<file path="src/rtl/tlp_ack_handler_if.sv">
// rtl/tlp_ack_handler_if.sv - DLLP input, controller pointer and handler output bundle for tlp_ack_handler.
interface tlp_ack_handler_if #(
    parameter int TLP_ID_WIDTH = 2
);
    logic                    i_dllp_valid;
    logic                    i_dllp_nack;
    logic [TLP_ID_WIDTH-1:0] i_dllp_id;
    logic                    o_dllp_ready;
    logic [TLP_ID_WIDTH-1:0] i_tlp_id_ack;
    logic [TLP_ID_WIDTH-1:0] i_tlp_id_nack;
    logic                    i_tlp_id_all_ack;
    logic                    i_tlp_id_wait_ack;
    logic                    i_tlp_rply_act;
    logic                    o_tlp_id_ack;
    logic                    o_tlp_rply_start;
    logic                    o_link_err;
    logic [15:0]             o_nack_cnt;
    logic [15:0]             o_timeout_cnt;

    modport slave (
        input  i_dllp_valid, i_dllp_nack, i_dllp_id, i_tlp_id_ack, i_tlp_id_nack,
               i_tlp_id_all_ack, i_tlp_id_wait_ack, i_tlp_rply_act,
        output o_dllp_ready, o_tlp_id_ack, o_tlp_rply_start, o_link_err,
               o_nack_cnt, o_timeout_cnt
    );

    modport master (
        output i_dllp_valid, i_dllp_nack, i_dllp_id, i_tlp_id_ack, i_tlp_id_nack,
               i_tlp_id_all_ack, i_tlp_id_wait_ack, i_tlp_rply_act,
        input  o_dllp_ready, o_tlp_id_ack, o_tlp_rply_start, o_link_err,
               o_nack_cnt, o_timeout_cnt
    );
endinterface

</file>
<file path="src/rtl/tlp_ack_handler.sv">
// rtl/tlp_ack_handler.sv - ACK/NACK DLLP decoder, replay timer and replay limit; ACK_HANDLER_STATS_EN adds NACK/timeout counters.
module tlp_ack_handler #(
    parameter int TLP_ID_WIDTH   = 2,
    parameter int TIMEOUT_CYCLES = 1024,
    parameter int MAX_RPLY_NUM   = 3
) (
    input  logic            i_clk,
    input  logic            i_rst,
    tlp_ack_handler_if.slave bus
);
    localparam int W  = TLP_ID_WIDTH;
    localparam int TW = $clog2(TIMEOUT_CYCLES);
    localparam int RW = $clog2(MAX_RPLY_NUM + 1);

    typedef enum logic [1:0] {S_IDLE, S_ACK, S_RPLY, S_RPLY_WAIT} state_t;

    state_t        state, state_nxt;
    logic [W:0]    ack_left;
    logic          lat_nack;
    logic [RW-1:0] rply_cnt;
    logic [TW-1:0] timer;
    logic          link_err;
    logic [1:0]    wait_cnt;
    logic          act_seen;

    logic [W-1:0]  ptr_diff, id_diff;
    logic [W:0]    outstanding, n_ack, n_nack, n_sel;
    logic          id_ok, hs, ready, expired;
    logic          load, ack_pulse, rply_pulse, set_err;

    // Mod-2**W subtraction handles pointer wrap; the extra bit distinguishes a full window from empty.
    assign ptr_diff    = bus.i_tlp_id_nack - bus.i_tlp_id_ack;
    assign id_diff     = bus.i_dllp_id - bus.i_tlp_id_ack;
    assign outstanding = bus.i_tlp_id_wait_ack ? {1'b1, {W{1'b0}}} : {1'b0, ptr_diff};
    assign n_ack       = {1'b0, id_diff} + {{W{1'b0}}, 1'b1};
    assign n_nack      = {1'b0, id_diff};
    assign n_sel       = bus.i_dllp_nack ? n_nack : n_ack;
    assign id_ok       = bus.i_dllp_nack ? (n_nack < outstanding) : (n_ack <= outstanding);
    assign ready       = (state == S_IDLE) && !link_err;
    assign hs          = bus.i_dllp_valid && ready;
    assign expired     = (timer == TW'(TIMEOUT_CYCLES - 1));

    always_comb begin
        state_nxt  = state;
        load       = 1'b0;
        ack_pulse  = 1'b0;
        rply_pulse = 1'b0;
        set_err    = 1'b0;
        case (state)
            S_IDLE: begin
                if (hs && id_ok) begin
                    if (n_sel != '0) begin
                        load      = 1'b1;
                        state_nxt = S_ACK;
                    end else begin
                        state_nxt = S_RPLY;
                    end
                end else if (expired && !bus.i_tlp_id_all_ack && !link_err) begin
                    state_nxt = S_RPLY;
                end
            end
            S_ACK: begin
                ack_pulse = 1'b1;
                if (ack_left == {{W{1'b0}}, 1'b1})
                    state_nxt = lat_nack ? S_RPLY : S_IDLE;
            end
            S_RPLY: begin
                if (rply_cnt == RW'(MAX_RPLY_NUM)) begin
                    set_err   = 1'b1;
                    state_nxt = S_IDLE;
                end else begin
                    rply_pulse = 1'b1;
                    state_nxt  = S_RPLY_WAIT;
                end
            end
            S_RPLY_WAIT: begin
                if (act_seen && !bus.i_tlp_rply_act)
                    state_nxt = S_IDLE;
                else if (!act_seen && !bus.i_tlp_rply_act && wait_cnt == 2'd3)
                    state_nxt = S_IDLE;
            end
            default: state_nxt = S_IDLE;
        endcase
    end

    always_ff @(posedge i_clk) begin
        if (i_rst) begin
            state    <= S_IDLE;
            ack_left <= '0;
            lat_nack <= 1'b0;
            rply_cnt <= '0;
            timer    <= '0;
            link_err <= 1'b0;
            wait_cnt <= '0;
            act_seen <= 1'b0;
        end else begin
            state <= state_nxt;
            if (load) begin
                ack_left <= n_sel;
                lat_nack <= bus.i_dllp_nack;
            end else if (ack_pulse) begin
                ack_left <= ack_left - {{W{1'b0}}, 1'b1};
            end
            if (load)
                rply_cnt <= '0;
            else if (rply_pulse)
                rply_cnt <= rply_cnt + {{(RW-1){1'b0}}, 1'b1};
            if (set_err)
                link_err <= 1'b1;
            if (state != S_RPLY_WAIT) begin
                wait_cnt <= '0;
                act_seen <= 1'b0;
            end else begin
                if (wait_cnt != 2'd3)
                    wait_cnt <= wait_cnt + 2'd1;
                if (bus.i_tlp_rply_act)
                    act_seen <= 1'b1;
            end
            // Expiry saturates so a DLLP arriving on the expiry cycle still wins.
            if (ack_pulse || bus.i_tlp_id_all_ack || state == S_RPLY || state == S_RPLY_WAIT)
                timer <= '0;
            else if (!expired)
                timer <= timer + {{(TW-1){1'b0}}, 1'b1};
        end
    end

    assign bus.o_dllp_ready     = ready;
    assign bus.o_tlp_id_ack     = ack_pulse;
    assign bus.o_tlp_rply_start = rply_pulse;
    assign bus.o_link_err       = link_err;

`ifdef ACK_HANDLER_STATS_EN
    logic [15:0] nack_cnt, timeout_cnt;
    logic        nack_acc, timer_rply;

    assign nack_acc   = (state == S_IDLE) && hs && id_ok && bus.i_dllp_nack;
    assign timer_rply = (state == S_IDLE) && !(hs && id_ok) && expired
                        && !bus.i_tlp_id_all_ack && !link_err;

    always_ff @(posedge i_clk) begin
        if (i_rst) begin
            nack_cnt    <= '0;
            timeout_cnt <= '0;
        end else begin
            if (nack_acc && nack_cnt != 16'hFFFF)
                nack_cnt <= nack_cnt + 16'd1;
            if (timer_rply && timeout_cnt != 16'hFFFF)
                timeout_cnt <= timeout_cnt + 16'd1;
        end
    end

    assign bus.o_nack_cnt    = nack_cnt;
    assign bus.o_timeout_cnt = timeout_cnt;
`else
    assign bus.o_nack_cnt    = 16'h0000;
    assign bus.o_timeout_cnt = 16'h0000;
`endif
endmodule
</file>
<file path="src/flat_wrapper.sv">
// flat-port wrapper written by rule: the top's interface ports become plain ports
module tlp_ack_handler_flat 
#(
    parameter int TLP_ID_WIDTH   = 2,
    parameter int TIMEOUT_CYCLES = 1024,
    parameter int MAX_RPLY_NUM   = 3
)
  (i_clk, i_rst, bus_i_dllp_valid, bus_i_dllp_nack, bus_i_dllp_id, bus_i_tlp_id_ack, bus_i_tlp_id_nack, bus_i_tlp_id_all_ack, bus_i_tlp_id_wait_ack, bus_i_tlp_rply_act, bus_o_dllp_ready, bus_o_tlp_id_ack, bus_o_tlp_rply_start, bus_o_link_err, bus_o_nack_cnt, bus_o_timeout_cnt);
  tlp_ack_handler_if #(.TLP_ID_WIDTH(TLP_ID_WIDTH)) bus_i ();
  input  logic i_clk;
  input  logic i_rst;
  input wire logic [$bits(bus_i.i_dllp_valid)-1:0] bus_i_dllp_valid;
  input wire logic [$bits(bus_i.i_dllp_nack)-1:0] bus_i_dllp_nack;
  input wire logic [$bits(bus_i.i_dllp_id)-1:0] bus_i_dllp_id;
  input wire logic [$bits(bus_i.i_tlp_id_ack)-1:0] bus_i_tlp_id_ack;
  input wire logic [$bits(bus_i.i_tlp_id_nack)-1:0] bus_i_tlp_id_nack;
  input wire logic [$bits(bus_i.i_tlp_id_all_ack)-1:0] bus_i_tlp_id_all_ack;
  input wire logic [$bits(bus_i.i_tlp_id_wait_ack)-1:0] bus_i_tlp_id_wait_ack;
  input wire logic [$bits(bus_i.i_tlp_rply_act)-1:0] bus_i_tlp_rply_act;
  output wire logic [$bits(bus_i.o_dllp_ready)-1:0] bus_o_dllp_ready;
  output wire logic [$bits(bus_i.o_tlp_id_ack)-1:0] bus_o_tlp_id_ack;
  output wire logic [$bits(bus_i.o_tlp_rply_start)-1:0] bus_o_tlp_rply_start;
  output wire logic [$bits(bus_i.o_link_err)-1:0] bus_o_link_err;
  output wire logic [$bits(bus_i.o_nack_cnt)-1:0] bus_o_nack_cnt;
  output wire logic [$bits(bus_i.o_timeout_cnt)-1:0] bus_o_timeout_cnt;
  assign bus_i.i_dllp_valid = bus_i_dllp_valid;
  assign bus_i.i_dllp_nack = bus_i_dllp_nack;
  assign bus_i.i_dllp_id = bus_i_dllp_id;
  assign bus_i.i_tlp_id_ack = bus_i_tlp_id_ack;
  assign bus_i.i_tlp_id_nack = bus_i_tlp_id_nack;
  assign bus_i.i_tlp_id_all_ack = bus_i_tlp_id_all_ack;
  assign bus_i.i_tlp_id_wait_ack = bus_i_tlp_id_wait_ack;
  assign bus_i.i_tlp_rply_act = bus_i_tlp_rply_act;
  assign bus_o_dllp_ready = bus_i.o_dllp_ready;
  assign bus_o_tlp_id_ack = bus_i.o_tlp_id_ack;
  assign bus_o_tlp_rply_start = bus_i.o_tlp_rply_start;
  assign bus_o_link_err = bus_i.o_link_err;
  assign bus_o_nack_cnt = bus_i.o_nack_cnt;
  assign bus_o_timeout_cnt = bus_i.o_timeout_cnt;
  tlp_ack_handler #(.TLP_ID_WIDTH(TLP_ID_WIDTH), .TIMEOUT_CYCLES(TIMEOUT_CYCLES), .MAX_RPLY_NUM(MAX_RPLY_NUM)) u_core (.i_clk(i_clk), .i_rst(i_rst), .bus(bus_i));
endmodule
</file>
<file path="config.mk">
export PLATFORM = sky130hd
export DESIGN_NAME = tlp_ack_handler_flat
export DESIGN_NICKNAME = d
export VERILOG_FILES = /design/src/rtl/tlp_ack_handler_if.sv /design/src/rtl/tlp_ack_handler.sv /design/src/flat_wrapper.sv
export SDC_FILE = /design/constraint.sdc
export NUM_CORES = 1
export LEC_CHECK = 0
export BUFFER_PORTS_ARGS = -buffer_cell sky130_fd_sc_hd__buf_2
export CORE_MARGIN = 10
export CORE_UTILIZATION = 55
export CTS_CLUSTER_DIAMETER = 40
export DETAILED_ROUTE_END_ITERATION = 10
export PLACE_DENSITY = 0.85
export SLEW_MARGIN = 30
export SYNTH_ARGS = -nofsm -noshare
export SYNTH_HDL_FRONTEND = slang
export SYNTH_SLANG_ARGS = --single-unit
</file>
<file path="constraint.sdc">
create_clock -name i_clk -period 6.95 [get_ports i_clk]
set_input_delay 1.0425 -clock i_clk [delete_from_list [all_inputs] [get_ports i_clk]]
set_output_delay 1.0425 -clock i_clk [all_outputs]
set_load 0.05 [all_outputs]
</file>
==> impl_metrics.py, run 1 <==
metrics = {
    "die": {
        "die_w_um": 73.58,
        "die_h_um": 73.58,
        "core-area_um2": 2758,
        "io_pins": 49,
        "rows": 19,
        "start_util_pct": 57.26,
        "die_area_um2": 5414,
    },
    "cells_and_area": {
        "antenna_cells": 0,
        "finalInstanceArea_um2": 1607,
        "nets": 230,
        "area_growth_pct": 1.743,
        "final_core_util_pct": 58.26,
        "drive_gt1_share_pct": 13.24,
        "fin_cells": 235,
    },
    "outcome": {
        "status": "completed",
    },
    "synth": {
        "ys_seq_area_share_pct": 27.89,
        "synth_top_area_share_pct": 27.89,
        "postSynthCellCount": 188,
        "synth_top_area_cell": "dfxtp_1",
        "syn_area_um2": 1579,
        "ys_seq_elements": 22,
        "synthFlopType": "dfxtp_1",
        "ys_warn_count": 0,
        "synth.avg_cell_area_um2": 8.399,
        "synthArstFlopShare_pct": 0,
        "synthTopCellsByArea": "dfxtp_1, buf_4, ha_1",
        "ys_types": 40,
        "synth_edf_count": 0,
    },
    "timing": {
        "finClkSkew_ns": 0.01870,
        "worst_slack_ns": 3.613,
        "tightestPinTransition_ns": 0.5893,
        "period_share_pct": 48.02,
        "slew_headroom_pct": 60.41,
        "rsz0062_at_grt": "no",
        "tns_ns": 0,
        "min_period_ns": 3.337,
        "hold_viol_final": 0,
        "hold-worst-slack_ns": 0.4892,
        "drv_slew": 0,
        "timing.fmax_mhz": 299.6,
        "setup_viol": 0,
    },
    "placement": {
        "port-buffer-count": 16,
        "dp_hpwl_um": 2425,
        "dp.cells": 231,
        "placed_area_um2": 1554,
        "post-place-ws_ns": 3.277,
        "place_congestion": 0.8068,
    },
    "detailed_routing": {
        "final_antenna_net_count": 0,
        "wl_per_cell_um": 12.63,
        "dr.pass1.iters": 4,
        "viasPerCell": 5.132,
        "drt-total-wl_um": 2967,
        "drc_errors": 0,
        "drt_iter0_drc": 83,
        "vias": 1206,
    },
    "setup_path": {
        "cpPeakStageDelay_ns": 0.47,
        "arrival_ns": 3.57,
        "cp_slowest_cell": "xnor2_1",
        "cp-start-kind": "input pin",
        "cp_top_family": "adder cells",
        "path_cells": "buf_2 > ha_1 > xnor2_1 > ha_1 > ha_1 > nand2b_1 > a21oi_1 > a21o_1 > o221ai_2 > a2111oi_2",
        "worst-path-buf-inv": 1,
        "critPathMostFrequentCell": "ha_1",
        "path_class": "in2reg",
        "cp_max_fo": 6,
        "cp_data_required_time_ns": 7.19,
        "cp-end-kind": "flop",
    },
    "min_path": {
        "hp-class": "reg2reg",
    },
    "clock_tree": {
        "htreeDepth": 1,
        "cts_resized": 0,
        "cts_made_buffers": 3,
        "clock_path_buffers": 2,
        "insertion_delay_ns": 0.33,
        "cts_root_buf": "clkbuf_4",
        "cts_hold_buffers": 0,
        "cts_setup_buffers": 0,
        "cts_tree": "built",
        "cts.sinks": 22,
        "path_clk_slew_ns": 0.13,
    },
    "grt": {
        "grt_pass1_vias": 1146,
        "grt_pass1_wl_um": 4954,
        "grt_usage_pct": 11.14,
        "grt_max_degree": 14,
        "grt.overflow.total": 0,
        "antenna_found_initial": 0,
    },
    "power": {
        "worst_ir_drop_vdd_mv": 0.2209,
        "finalPower_uw": 500.4,
        "power_density_nw_per_um2": 311.5,
        "p_leak_nw": 0.7240,
    },
    "job": {
        "drv_cap": 0,
    },
}
[final cells by class]
cell class	count	area (um2)
Fill cell	255	1151
Inverter	9	33.78
Clock buffer	3	22.52
Multi-Input combinational cell	153	960.9
Clock inverter	1	30.03
Sequential cell	22	440.4
Tap cell	31	38.79
Timing Repair Buffer	16	80.08
[metal layers]
layer | GRT usage (%) | up-vias | wire [um] | share of wire [%]
li1 | - | 625 | - | -
met1 | 14.34 | 529 | 1358 | 46
met2 | 16.38 | 47 | 1243 | 42
met3 | 4.038 | 5 | 314 | 11
met4 | 4.348 | 0 | 51 | 1.7
met5 | 0 | - | 0 | 0
[path summary, 6_finish.rpt]
check	cells past startpoint	slack (ns)	end	from
setup / recovery	10	3.61	u_core.state[1]$_SDFFE_PP0P_	bus_i_tlp_id_ack[0]
hold / removal	2	0.49	u_core.act_seen$_SDFFE_PP0P_	u_core.act_seen$_SDFFE_PP0P_
setup reg to reg	5	5.21	u_core.ack_left[0]$_SDFFE_PP0P_	u_core.state[1]$_SDFFE_PP0P_
hold reg to reg	2	0.49	u_core.act_seen$_SDFFE_PP0P_	u_core.act_seen$_SDFFE_PP0P_
[cell usage after synthesis, drive strengths merged (3+ instances only)]
library cell,count
buf,33
dfxtp,22
nor2,22
ha,12
inv,9
nand2,9
xnor2,9
a21oi,8
a31oi,7
nand3,6
nor3,5
and3,4
mux2i,4
nand2b,3
nand4,3
o21ai,3
or3,3
xor2,3
[report_power, final]
part | switching [mW] | internal (mW)
logic | 0.165 | 0.0743
clock network | 0.0405 | 0.0584
registers | 0.0174 | 0.144
[cell families after synthesis]
family | synth area share [%]
compound gates | 13.07
xor+xnor | 6.657
fa+ha+maj | 9.508
buf+inv | 18.62
flops | 27.89
mux | 3.249
other cells | 0.2375
simple gates | 20.76
[worst min-delay path: stages (launching register included)]
cell     delay [ns]
dfxtp_1        0.35
nor2_1         0.05
nor2_1         0.06
[state kept, by name, indices dropped and copies added (netlist names)]
| register | flops |
|---|---|
| u_core.wait_cnt | 2 |
| u_core.lat_nack | 1 |
| u_core.state | 2 |
| u_core.bus.o_link_err | 1 |
| u_core.timer | 10 |
| u_core.rply_cnt | 2 |
| u_core.ack_left | 3 |
| u_core.act_seen | 1 |
[layout by cell type, fill, tap and decap left out, types with 4 or more instances in the layout]
master | synthesis | final
buf_2 | 0 | 16
mux2i_1 | 4 | 4
a31oi_1 | 7 | 7
nand3_1 | 6 | 6
and3_1 | 4 | 4
a21oi_1 | 8 | 8
inv_1 | 9 | 9
xnor2_1 | 9 | 9
nor2_1 | 22 | 22
conb_1 | 1 | 32
nor3_1 | 5 | 5
ha_1 | 12 | 12
dfxtp_1 | 22 | 22
nand2_1 | 9 | 9
(Power assumes the default switching activity.)
==> run 2: changes to the inputs <==
Settings changed: ABC_AREA from default to 1, CORE_UTILIZATION 55 to 52, PLACE_DENSITY 0.85 to 0.8.
Clock period 6.95 ns to 3.26 ns, I/O delays scaled along.
==> impl_metrics.py, run 2 <==
metrics = {
    "cells_and_area": {
        "layout_commonest_cell": "inv_1",
        "final_cell_mix": "inv_1, nand2_1, conb_1, nor2_1, dfxtp_1",
        "final_core_util_pct": 56.72,
        "largest_register_ffs": 10,
        "regMostFlops": "u_core.timer",
        "nets": 286,
        "reg_top3": "u_core.timer x10, u_core.ack_left x3",
        "area_growth_pct": 2.754,
        "fin_cells": 304,
        "antenna_cells": 0,
        "finalInstanceArea_um2": 1774,
        "drive_gt1_share_pct": 18.08,
    },
    "power": {
        "p_leak_nw": 0.9244,
        "finalPower_mw": 1.023,
        "power_density_nw_per_um2": 576.8,
        "worst_ir_drop_vdd_mv": 0.2005,
    },
    "synth": {
        "ys_seq_area_share_pct": 25.51,
        "yosysMostFrequentCell": "inv_1",
        "ys_types": 30,
        "synth.avg_cell_area_um2": 7.165,
        "ys_seq_elements": 22,
        "synth_top_area_cell": "dfxtp_1",
        "synthFlopType": "dfxtp_1",
        "synthArstFlopShare_pct": 0,
        "synth_common_cells": "inv_1, nand2_1, buf_4",
        "synthTopCellsByArea": "dfxtp_1, buf_4, ha_1",
        "synth_top_area_share_pct": 25.51,
        "synth_edf_count": 0,
        "ys_warn_count": 0,
        "syn_area_um2": 1727,
        "postSynthCellCount": 241,
    },
    "die": {
        "core-area_um2": 3128,
        "die_w_um": 77.63,
        "rows": 20,
        "die_h_um": 77.63,
        "io_pins": 49,
        "die_area_um2": 6026,
        "start_util_pct": 55.20,
    },
    "timing": {
        "hold_viol_final": 0,
        "period_share_pct": 67.41,
        "setup_viol": 0,
        "drv_slew": 0,
        "tns_ns": 0,
        "rsz0062_at_grt": "no",
        "finClkSkew_ns": 0.005792,
        "slew_headroom_pct": 66.39,
        "hold-worst-slack_ns": 0.4481,
        "tightestPinTransition_ns": 0.4995,
        "timing.fmax_mhz": 455.0,
        "worst_slack_ns": 1.062,
        "min_period_ns": 2.198,
    },
    "detailed_routing": {
        "vias": 1369,
        "final_antenna_net_count": 0,
        "viasPerCell": 4.503,
        "drt_iter0_drc": 78,
        "dr.pass1.iters": 4,
        "wl_per_cell_um": 10.06,
        "drt-total-wl_um": 3058,
        "drc_errors": 0,
    },
    "grt": {
        "grt.overflow.total": 0,
        "grt_pass1_vias": 1255,
        "grt_max_degree": 13,
        "antenna_found_initial": 0,
        "grt_usage_pct": 10.12,
        "grt_pass1_wl_um": 5285,
    },
    "setup_path": {
        "startpoint": "bus_i_tlp_id_ack[0]",
        "cp_data_required_time_ns": 3.47,
        "reg2reg_slack_ns": 1.77,
        "r2r-start": "u_core.timer[0]$_SDFFE_PP0P_",
        "path_class": "in2reg",
        "cp_max_fo": 8,
        "arrival_ns": 2.40,
        "cp-start-kind": "input pin",
        "r2r_end": "u_core.timer[4]$_SDFFE_PP0P_",
        "r2r.worst_path.cells": 8,
        "cp-end-kind": "flop",
    },
    "job": {
        "drv_cap": 0,
    },
    "placement": {
        "dp_hpwl_um": 2608,
        "port-buffer-count": 16,
        "post-place-ws_ns": 0.7173,
        "placed_area_um2": 1738,
        "dp.cells": 300,
        "place_congestion": 0.8018,
    },
    "clock_tree": {
        "cts_root_buf": "clkbuf_4",
        "cts.sinks": 22,
        "clock_path_buffers": 2,
        "cts_tree": "built",
        "cts_made_buffers": 3,
        "cts_hold_buffers": 0,
        "path_clk_slew_ns": 0.12,
        "cts_resized": 0,
        "insertion_delay_ns": 0.31,
        "cts_setup_buffers": 0,
        "htreeDepth": 1,
    },
    "min_path": {
        "hp-class": "in2reg",
        "min_path_cells": 2,
        "hold_start": "i_rst",
        "min_to": "u_core.bus.o_link_err$_SDFFE_PP0P_",
    },
    "outcome": {
        "status": "completed",
    },
}
## run 2: changes by cell type after synthesis, moves of 6 or more
cell	delta
a31oi_1	-7
inv_1	+28
inv_2	+6
nand2_1	+26
nand3_1	+8
## run 2: cells by family after synthesis
group,after synthesis,share of synthesized area [%]
AND/OR/NAND/NOR,94,28.48
AO/OA/AOI/OAI,26,8.260
XOR/XNOR,9,4.565
buffers and inverters,76,23.62
other,1,0.2172
adder cells (fa/ha/maj),12,8.695
multiplexers,1,0.6521
flip-flops,22,25.51
## run 2: layout make-up
class,instances,area [um2]
clock buffer,4,36.28
fill,311,1354
inverter,44,167.7
multi-input combinational,174,994.7
sequential,22,440.4
tap,44,55.05
timing repair buffer,16,80.08
## run 2: how the worst max path moves through the flow
stage	end	slack, ns	depth (start not counted)
finish	u_core.ack_left[2]$_SDFFE_PP0P_	1.06	16
global placement	u_core.ack_left[1]$_SDFFE_PP0P_	0.75	16
CTS	u_core.ack_left[2]$_SDFFE_PP0P_	1.05	16
global route	u_core.state[1]$_SDFFE_PP0P_	0.86	19
detailed placement	u_core.ack_left[1]$_SDFFE_PP0P_	0.72	15
floorplan	u_core.ack_left[1]$_SDFFE_PP0P_	0.97	16
## run 2: routing by layer
| metal | GRT usage, % | vias up | wire length [um] |
|---|---|---|---|
| li1 | - | 731 | - |
| met1 | 12.21 | 593 | 1442 |
| met2 | 15.51 | 43 | 1333 |
| met3 | 3.341 | 2 | 244 |
| met4 | 5.474 | 0 | 38 |
| met5 | 0 | - | 0 |
## run 2: critical path: stages
cell and delay (ns):
buf_2 0.11, ha_1 0.32, inv_1 0.07, ha_1 0.31, ha_1 0.30, nand3_1 0.06, nand2_1 0.07, inv_2 0.03
nand2_1 0.09, nand2_2 0.07, nor2_4 0.14, nand2_4 0.09, nand2_2 0.07, nor2_1 0.04, nor2_1 0.08, nor2_1 0.05
## run 2: where the power goes
part / leakage, nW / switching, mW / internal [mW] / total, mW
clock network: 0.0210 / 0.0816 / 0.0681 / 0.150
registers: 0.179 / 0.0316 / 0.309 / 0.341
logic: 0.725 / 0.379 / 0.154 / 0.533
total: 0.924 / 0.492 / 0.531 / 1.02
